--- config.mk ---
export PLATFORM = sky130hd
export DESIGN_NAME = if_fetch_unit
export DESIGN_NICKNAME = d
export VERILOG_FILES = /design/src/rtl/mips_pkg.sv /design/src/rtl/if_fetch_unit.sv
export SDC_FILE = /design/constraint.sdc
export NUM_CORES = 1
export LEC_CHECK = 0
export CORE_ASPECT_RATIO = 0.5
export CORE_UTILIZATION = 45
export DETAILED_ROUTE_END_ITERATION = 12
export GPL_TIMING_DRIVEN = 0
export HOLD_SLACK_MARGIN = 0.05
export PLACE_DENSITY = 0.73
export REMOVE_ABC_BUFFERS = 1
export SETUP_SLACK_MARGIN = 0.3
export SLEW_MARGIN = 20
export SYNTH_ARGS = -nofsm -noshare
export SYNTH_HDL_FRONTEND = slang
export SYNTH_SLANG_ARGS = --single-unit
export TNS_END_PERCENT = 5
--- constraint.sdc ---
create_clock -name clk -period 2.3 [get_ports clk]
set_input_delay 0.23 -clock clk [delete_from_list [all_inputs] [get_ports clk]]
set_output_delay 0.23 -clock clk [all_outputs]
set_load 0.01 [all_outputs]
--- src/rtl/mips_pkg.sv ---
// Shared MIPS pipeline definitions: IF/ID bus width, NOP encoding,
// fetch-stage state encoding and the default PC increment.
package mips_pkg;

    localparam int          IFID_W         = 64;
    localparam logic [31:0] NOP_INSTR      = 32'h0000_0000;
    localparam logic [31:0] PC_INC_DEFAULT = 32'd4;

    // Fetch-stage control states.
    typedef enum logic [1:0] {
        ST_FETCH = 2'd0,  // request outstanding at imem_addr = pc
        ST_HOLD  = 2'd1,  // fetched word parked while the hazard unit stalls
        ST_DRAIN = 2'd2   // stale request in flight after a redirect; response is dropped
    } fetch_state_e;

    // Pack {return PC, instruction} into the IF/ID bus layout.
    function automatic logic [IFID_W-1:0] pack_ifid(input logic [31:0] pc_plus,
                                                    input logic [31:0] instr);
        return {pc_plus, instr};
    endfunction

endpackage

--- src/rtl/if_fetch_unit.sv ---
// Instruction-fetch stage. Owns the PC, runs the req/ack handshake to
// instruction memory, parks a fetched word while the pipeline is stalled,
// and applies redirects and flush bubbles to the registered IF/ID bus.
// Optional performance counters are built when IF_PERF_CNT_EN is defined;
// otherwise perf_fetch_cnt / perf_stall_cnt read as zero.
module if_fetch_unit
    import mips_pkg::*;
#(
    parameter logic [31:0] RESET_PC = 32'h0000_0000,
    parameter logic [31:0] PC_INC   = PC_INC_DEFAULT
) (
    input  logic        clk,
    input  logic        rst,
    output logic        imem_req,
    output logic [31:0] imem_addr,
    input  logic        imem_ack,
    input  logic [31:0] imem_rdata,
    input  logic        stall,
    input  logic        flush,
    input  logic        redirect_valid,
    input  logic [31:0] redirect_pc,
    output logic [63:0] ifid_bus,
    output logic        ifid_valid,
    output logic [31:0] perf_fetch_cnt,
    output logic [31:0] perf_stall_cnt
);

    fetch_state_e state_q, state_d;

    logic [31:0]       pc_q,         pc_d;
    logic [31:0]       drain_addr_q, drain_addr_d;
    logic [31:0]       hold_pc_q,    hold_pc_d;
    logic [31:0]       hold_instr_q, hold_instr_d;
    logic [IFID_W-1:0] ifid_bus_q,   ifid_bus_d;
    logic              ifid_valid_q, ifid_valid_d;

    // A response only counts while a request is actually being driven.
    logic ack_eff;
    assign ack_eff = imem_ack && imem_req;

    // State register.
    // NOTE: reset is synchronous, so it is tested inside the clocked block, not in the sensitivity list.
    always_ff @(posedge clk) begin
        if (rst) begin
            state_q <= ST_FETCH;
        end else begin
            state_q <= state_d;
        end
    end

    // Next-state logic; a redirect outranks stall and the ack data.
    // NOTE: next-state defaults to the current state first, so no path leaves state_d unassigned (no latch).
    always_comb begin
        state_d = state_q;
        unique case (state_q)
            ST_FETCH: begin
                if (redirect_valid) begin
                    state_d = ack_eff ? ST_FETCH : ST_DRAIN;
                end else if (ack_eff && stall) begin
                    state_d = ST_HOLD;
                end
            end
            ST_HOLD: begin
                if (redirect_valid || !stall) begin
                    state_d = ST_FETCH;
                end
            end
            ST_DRAIN: begin
                if (!redirect_valid && ack_eff) begin
                    state_d = ST_FETCH;
                end
            end
            default: state_d = ST_FETCH;
        endcase
    end

    // Memory-side outputs; no request while reset is asserted or while holding.
    always_comb begin
        imem_req  = ((state_q == ST_FETCH) || (state_q == ST_DRAIN)) && !rst;
        imem_addr = (state_q == ST_DRAIN) ? drain_addr_q : pc_q;
    end

    // PC, hold buffer, drain address and IF/ID bus next values.
    always_comb begin
        pc_d         = pc_q;
        drain_addr_d = drain_addr_q;
        hold_pc_d    = hold_pc_q;
        hold_instr_d = hold_instr_q;
        ifid_bus_d   = ifid_bus_q;
        // Under stall the valid flag is frozen with the bus; otherwise a cycle
        // without a delivery must not re-issue the previous instruction.
        ifid_valid_d = stall ? ifid_valid_q : 1'b0;

        if (redirect_valid) begin
            pc_d         = redirect_pc;
            hold_pc_d    = 32'h0;
            hold_instr_d = NOP_INSTR;
            ifid_bus_d   = '0;
            ifid_valid_d = 1'b0;
            if (state_q == ST_FETCH && !ack_eff) begin
                drain_addr_d = pc_q;
            end
        end else begin
            unique case (state_q)
                ST_FETCH: begin
                    if (ack_eff) begin
                        pc_d = pc_q + PC_INC;
                        if (stall) begin
                            hold_pc_d    = pc_q;
                            hold_instr_d = imem_rdata;
                        end else begin
                            ifid_bus_d   = pack_ifid(pc_q + PC_INC, imem_rdata);
                            ifid_valid_d = 1'b1;
                        end
                    end
                end
                ST_HOLD: begin
                    if (!stall) begin
                        ifid_bus_d   = pack_ifid(hold_pc_q + PC_INC, hold_instr_q);
                        ifid_valid_d = 1'b1;
                    end
                end
                ST_DRAIN: begin
                    // Response to the stale address is simply dropped.
                end
                default: begin
                end
            endcase

            // Flush squashes the bus even under stall; FSM and PC carry on.
            if (flush) begin
                ifid_bus_d   = pack_ifid(32'h0, NOP_INSTR);
                ifid_valid_d = 1'b0;
            end
        end
    end

    // Datapath registers.
    // NOTE: sequential state uses non-blocking assignments so all flops update together at the edge.
    always_ff @(posedge clk) begin
        if (rst) begin
            pc_q         <= RESET_PC;
            drain_addr_q <= 32'h0;
            hold_pc_q    <= 32'h0;
            hold_instr_q <= NOP_INSTR;
            ifid_bus_q   <= '0;
            ifid_valid_q <= 1'b0;
        end else begin
            pc_q         <= pc_d;
            drain_addr_q <= drain_addr_d;
            hold_pc_q    <= hold_pc_d;
            hold_instr_q <= hold_instr_d;
            ifid_bus_q   <= ifid_bus_d;
            ifid_valid_q <= ifid_valid_d;
        end
    end

    assign ifid_bus   = ifid_bus_q;
    assign ifid_valid = ifid_valid_q;

`ifdef IF_PERF_CNT_EN
    logic [31:0] fetch_cnt_q, fetch_cnt_d;
    logic [31:0] stall_cnt_q, stall_cnt_d;
    logic        fetch_accept;

    // A fetch is accepted when FETCH takes an ack that no redirect discards.
    assign fetch_accept = ack_eff && (state_q == ST_FETCH) && !redirect_valid;

    // Wrapping event counters.
    always_comb begin
        fetch_cnt_d = fetch_cnt_q + (fetch_accept ? 32'd1 : 32'd0);
        stall_cnt_d = stall_cnt_q + (stall ? 32'd1 : 32'd0);
    end

    // Counter registers.
    always_ff @(posedge clk) begin
        if (rst) begin
            fetch_cnt_q <= 32'h0;
            stall_cnt_q <= 32'h0;
        end else begin
            fetch_cnt_q <= fetch_cnt_d;
            stall_cnt_q <= stall_cnt_d;
        end
    end

    assign perf_fetch_cnt = fetch_cnt_q;
    assign perf_stall_cnt = stall_cnt_q;
`else
    assign perf_fetch_cnt = 32'h0;
    assign perf_stall_cnt = 32'h0;
`endif

endmodule

==> results.sh <==
export IMPL_syn_inst=1256
export IMPL_r2r_cells=6
export IMPL_crit_fanout=6
export IMPL_min_period_ns=2.22
export IMPL_required_ns=2.61
export IMPL_die_w_um=210
export IMPL_core_area_um2=20800
export IMPL_synthFlopType="dfxtp_1"
export IMPL_skew_ns=0.0109
export IMPL_initial_core_util_pct=46.5
export IMPL_dp_cells=1601
export IMPL_p_switching_w=0.00197
export IMPL_combPwrFrac_pct=11.6
export IMPL_finalSetupViolations=0
export IMPL_antenna_cells=0
export IMPL_hold_viol=0
export IMPL_vias=8841
export IMPL_final_area_um2=12200
export IMPL_synth_edff_count=0
export IMPL_utilization_pct=58.7
export IMPL_die_y_um=106
export IMPL_clkTransAtPathRegs_ns=0.07
export IMPL_wl_per_cell_um=16.1
export IMPL_clock_fmax_mhz=451
export IMPL_maxCapViolations=0
export IMPL_drt_total_wl_um=26600
export IMPL_clockBufferDepth=2
export IMPL_finalMaxSlewViolations=0
export IMPL_route_antenna_remaining_nets=0
export IMPL_rsz0062_at_grt="true"
export IMPL_critPathKind="reg -> reg"
export IMPL_place_congestion=0.874
export IMPL_cts_htree_levels=4
export IMPL_crit_chain="or4b_4 -> or4_4 -> nor2_4 -> xnor2_2 -> o21ai_1 -> nor2b_1"
export IMPL_cp_arrival_ns=2.53
export IMPL_slowest_delay_ns=0.64
export IMPL_track_usage_pct=23.8
export IMPL_p_sw_share_pct=26.5
export IMPL_critPathSlowestCell="or4_4"
export IMPL_io_pins=232
export IMPL_dp_hpwl_um=17400
export IMPL_p_per_area_nw_per_um2=609
export IMPL_p_int_w=0.00547
export IMPL_timing_hold_ws_ns=0.206
export IMPL_drtPass1Iterations=5
export IMPL_p_seq_share_pct=47.8
export IMPL_num_nets_final=1444
export IMPL_final_period_utilization_pct=96.5
export IMPL_ys_ff_latch=195
export IMPL_peakVddDrop_mv=0.415
export IMPL_drt_iter0_drc=766
export IMPL_cts_root_buf="clkbuf_16"
export IMPL_outcome="finished clean"
export IMPL_ys_async_sr_fraction_pct=0
export IMPL_grt_max_degree=70
export IMPL_tightest_slew_ns=0.833
export IMPL_whs_path_depth=2
export IMPL_hold_buffers=0
export IMPL_clkLatencyLatePin_ns=0.44
export IMPL_power_leakage_nw=4.43
export IMPL_overflow=0
export IMPL_layout_cells_non_filler=1658
export IMPL_yosysUniqueCellTypes=49
export IMPL_dieArea_um2=22200
export IMPL_port_buffers=167
export IMPL_cts_sinks=195
export IMPL_slew_headroom_pct=44.4
export IMPL_post_route_drc_count=0
export IMPL_antenna_found_initial=0
export IMPL_setup_worst_path_end_class="flip-flop"
export IMPL_grt_pass1_vias=8190
export IMPL_syn_area_um2=9700
export IMPL_synth_seq_area_share_pct=40.3
export IMPL_num_rows=37
export IMPL_crit_path_start_kind="flip-flop"
export IMPL_avgSynthCellArea_um2=7.72
export IMPL_avgViaCountPerCell=5.33
export IMPL_pwr_share_clk_pct=40.6
export IMPL_areaGrowthSynthToFinish_pct=26.2
export IMPL_drive_gt1_share_pct=13.1
export IMPL_grt_pass1_wl_um=41900
export IMPL_ys_warn_count=0
export IMPL_cts_buffers=17
export IMPL_place_area_um2=11300
export IMPL_cts_tree="yes"
export IMPL_hold_class="in -> reg"
[critical path: cells and delay by family (launching register included)]
| family | cells | cell delay (ns) |
|---|---|---|
| AO/OA/AOI/OAI | 1 | 0.07 |
| AND/OR/NAND/NOR | 4 | 1.53 |
| flip-flops | 1 | 0.36 |
| XOR/XNOR | 1 | 0.12 |
[cells in the mapped netlist (3+ instances only)]
cell type / instances / area share [%]
o21ai_1: 4 / 0.21
o21ai_0: 25 / 1.3
a22oi_1: 5 / 0.39
and3_1: 6 / 0.39
xor2_1: 36 / 3.3
mux2i_1: 17 / 1.8
nor2_2: 3 / 0.19
buf_2: 8 / 0.41
inv_1: 14 / 0.54
nand2b_1: 3 / 0.19
clkbuf_1: 87 / 3.4
xnor2_1: 45 / 4.1
buf_4: 65 / 5.0
a21oi_1: 126 / 6.5
a311oi_1: 35 / 3.2
dfxtp_1: 195 / 40
o211ai_1: 5 / 0.39
mux2_2: 30 / 3.5
or3_1: 5 / 0.32
nor3_1: 6 / 0.31
and2_1: 4 / 0.26
or2_2: 3 / 0.19
nor4_1: 6 / 0.39
nand2_1: 323 / 13
o21a_1: 5 / 0.39
buf_1: 5 / 0.19
and4_1: 3 / 0.27
nand4_1: 27 / 1.7
nor2_1: 84 / 3.3
nor2b_1: 8 / 0.52
nand3_1: 40 / 2.1
o221ai_1: 7 / 0.63
[registers in the layout (all words and copies together) (netlist names)]
name          count
hold_pc_q        32
state_q           2
hold_instr_q     32
pc_q             32
drain_addr_q     32
ifid_bus         64
ifid_valid        1
[cell type report]
class / count / area (µm²)
Clock buffer: 18 / 439
Tap cell: 273 / 342
Timing Repair Buffer: 201 / 1990
Sequential cell: 195 / 3940
Inverter: 14 / 52.6
Multi-Input combinational cell: 943 / 5320
Clock inverter: 14 / 151
Fill cell: 1832 / 8600
[final timing paths]
kind                                        from          endpoint  slack [ns]
worst min-delay path                         rst          pc_q[10]        0.21
worst max-delay path                  state_q[0]          pc_q[14]        0.08
worst max register to register        state_q[0]          pc_q[14]        0.08
worst min register to register  drain_addr_q[19]  drain_addr_q[19]        0.46
[cell usage in the layout (no fill, tap or decap), drive strengths merged, types with 29 or more instances in the layout]
master	n
dfxtp	195
xnor2	45
xor2	36
a311oi	35
buf	64
a21oi	126
nand2	323
nor2	87
conb	64
clkdlybuf4s50	133
nand3	40
o21ai	29
mux2	30
[cell families after synthesis]
family | synth area share, %
DFF | 40.3
xor gates and xnor gates | 7.32
AOI/OAI and AO/OA | 13.4
buffers and inverters | 9.72
muxes | 5.24
and+or+nand+nor | 23.7
adders and majority gates | 0.361
other | 0.0387
[power groups by stage]
stage	registers, W	logic (W)	clock network [W]
final	0.00356	0.000864	0.00302
after global routing	0.00357	0.000934	0.00324
after CTS	0.00356	0.000837	0.00306
after detailed placement	0.00363	0.000831	0
after global placement	0.00363	0.000806	0
after floorplan	0.00361	0.000418	0
[per-stage QoR]
stage                      TNS, ns  setup WS, ns  total power (W)
after floorplan            -255.94         -4.17          0.00402
after global placement    -1010.84         -9.81          0.00443
after detailed placement    -63.75        -0.674          0.00446
after CTS                        0        0.0526          0.00746
after global routing             0        0.0390          0.00774
final                            0        0.0805          0.00744
[routing by layer]
layer	vias to the layer above	track usage, %	wire length [µm]
met1	4138	31.2	11900
li1	4320	-	-
met3	45	4.65	1780
met2	338	38.8	12400
met4	0	8.92	563
met5	-	0	0
[repair_timing]
action,CTS,global route
gates resized for setup,168,11
cloned,1,0
endpoints found under the setup margin,177,160
pin swaps,19,9
buffers inserted,10,14
(Power assumes the default switching activity.)
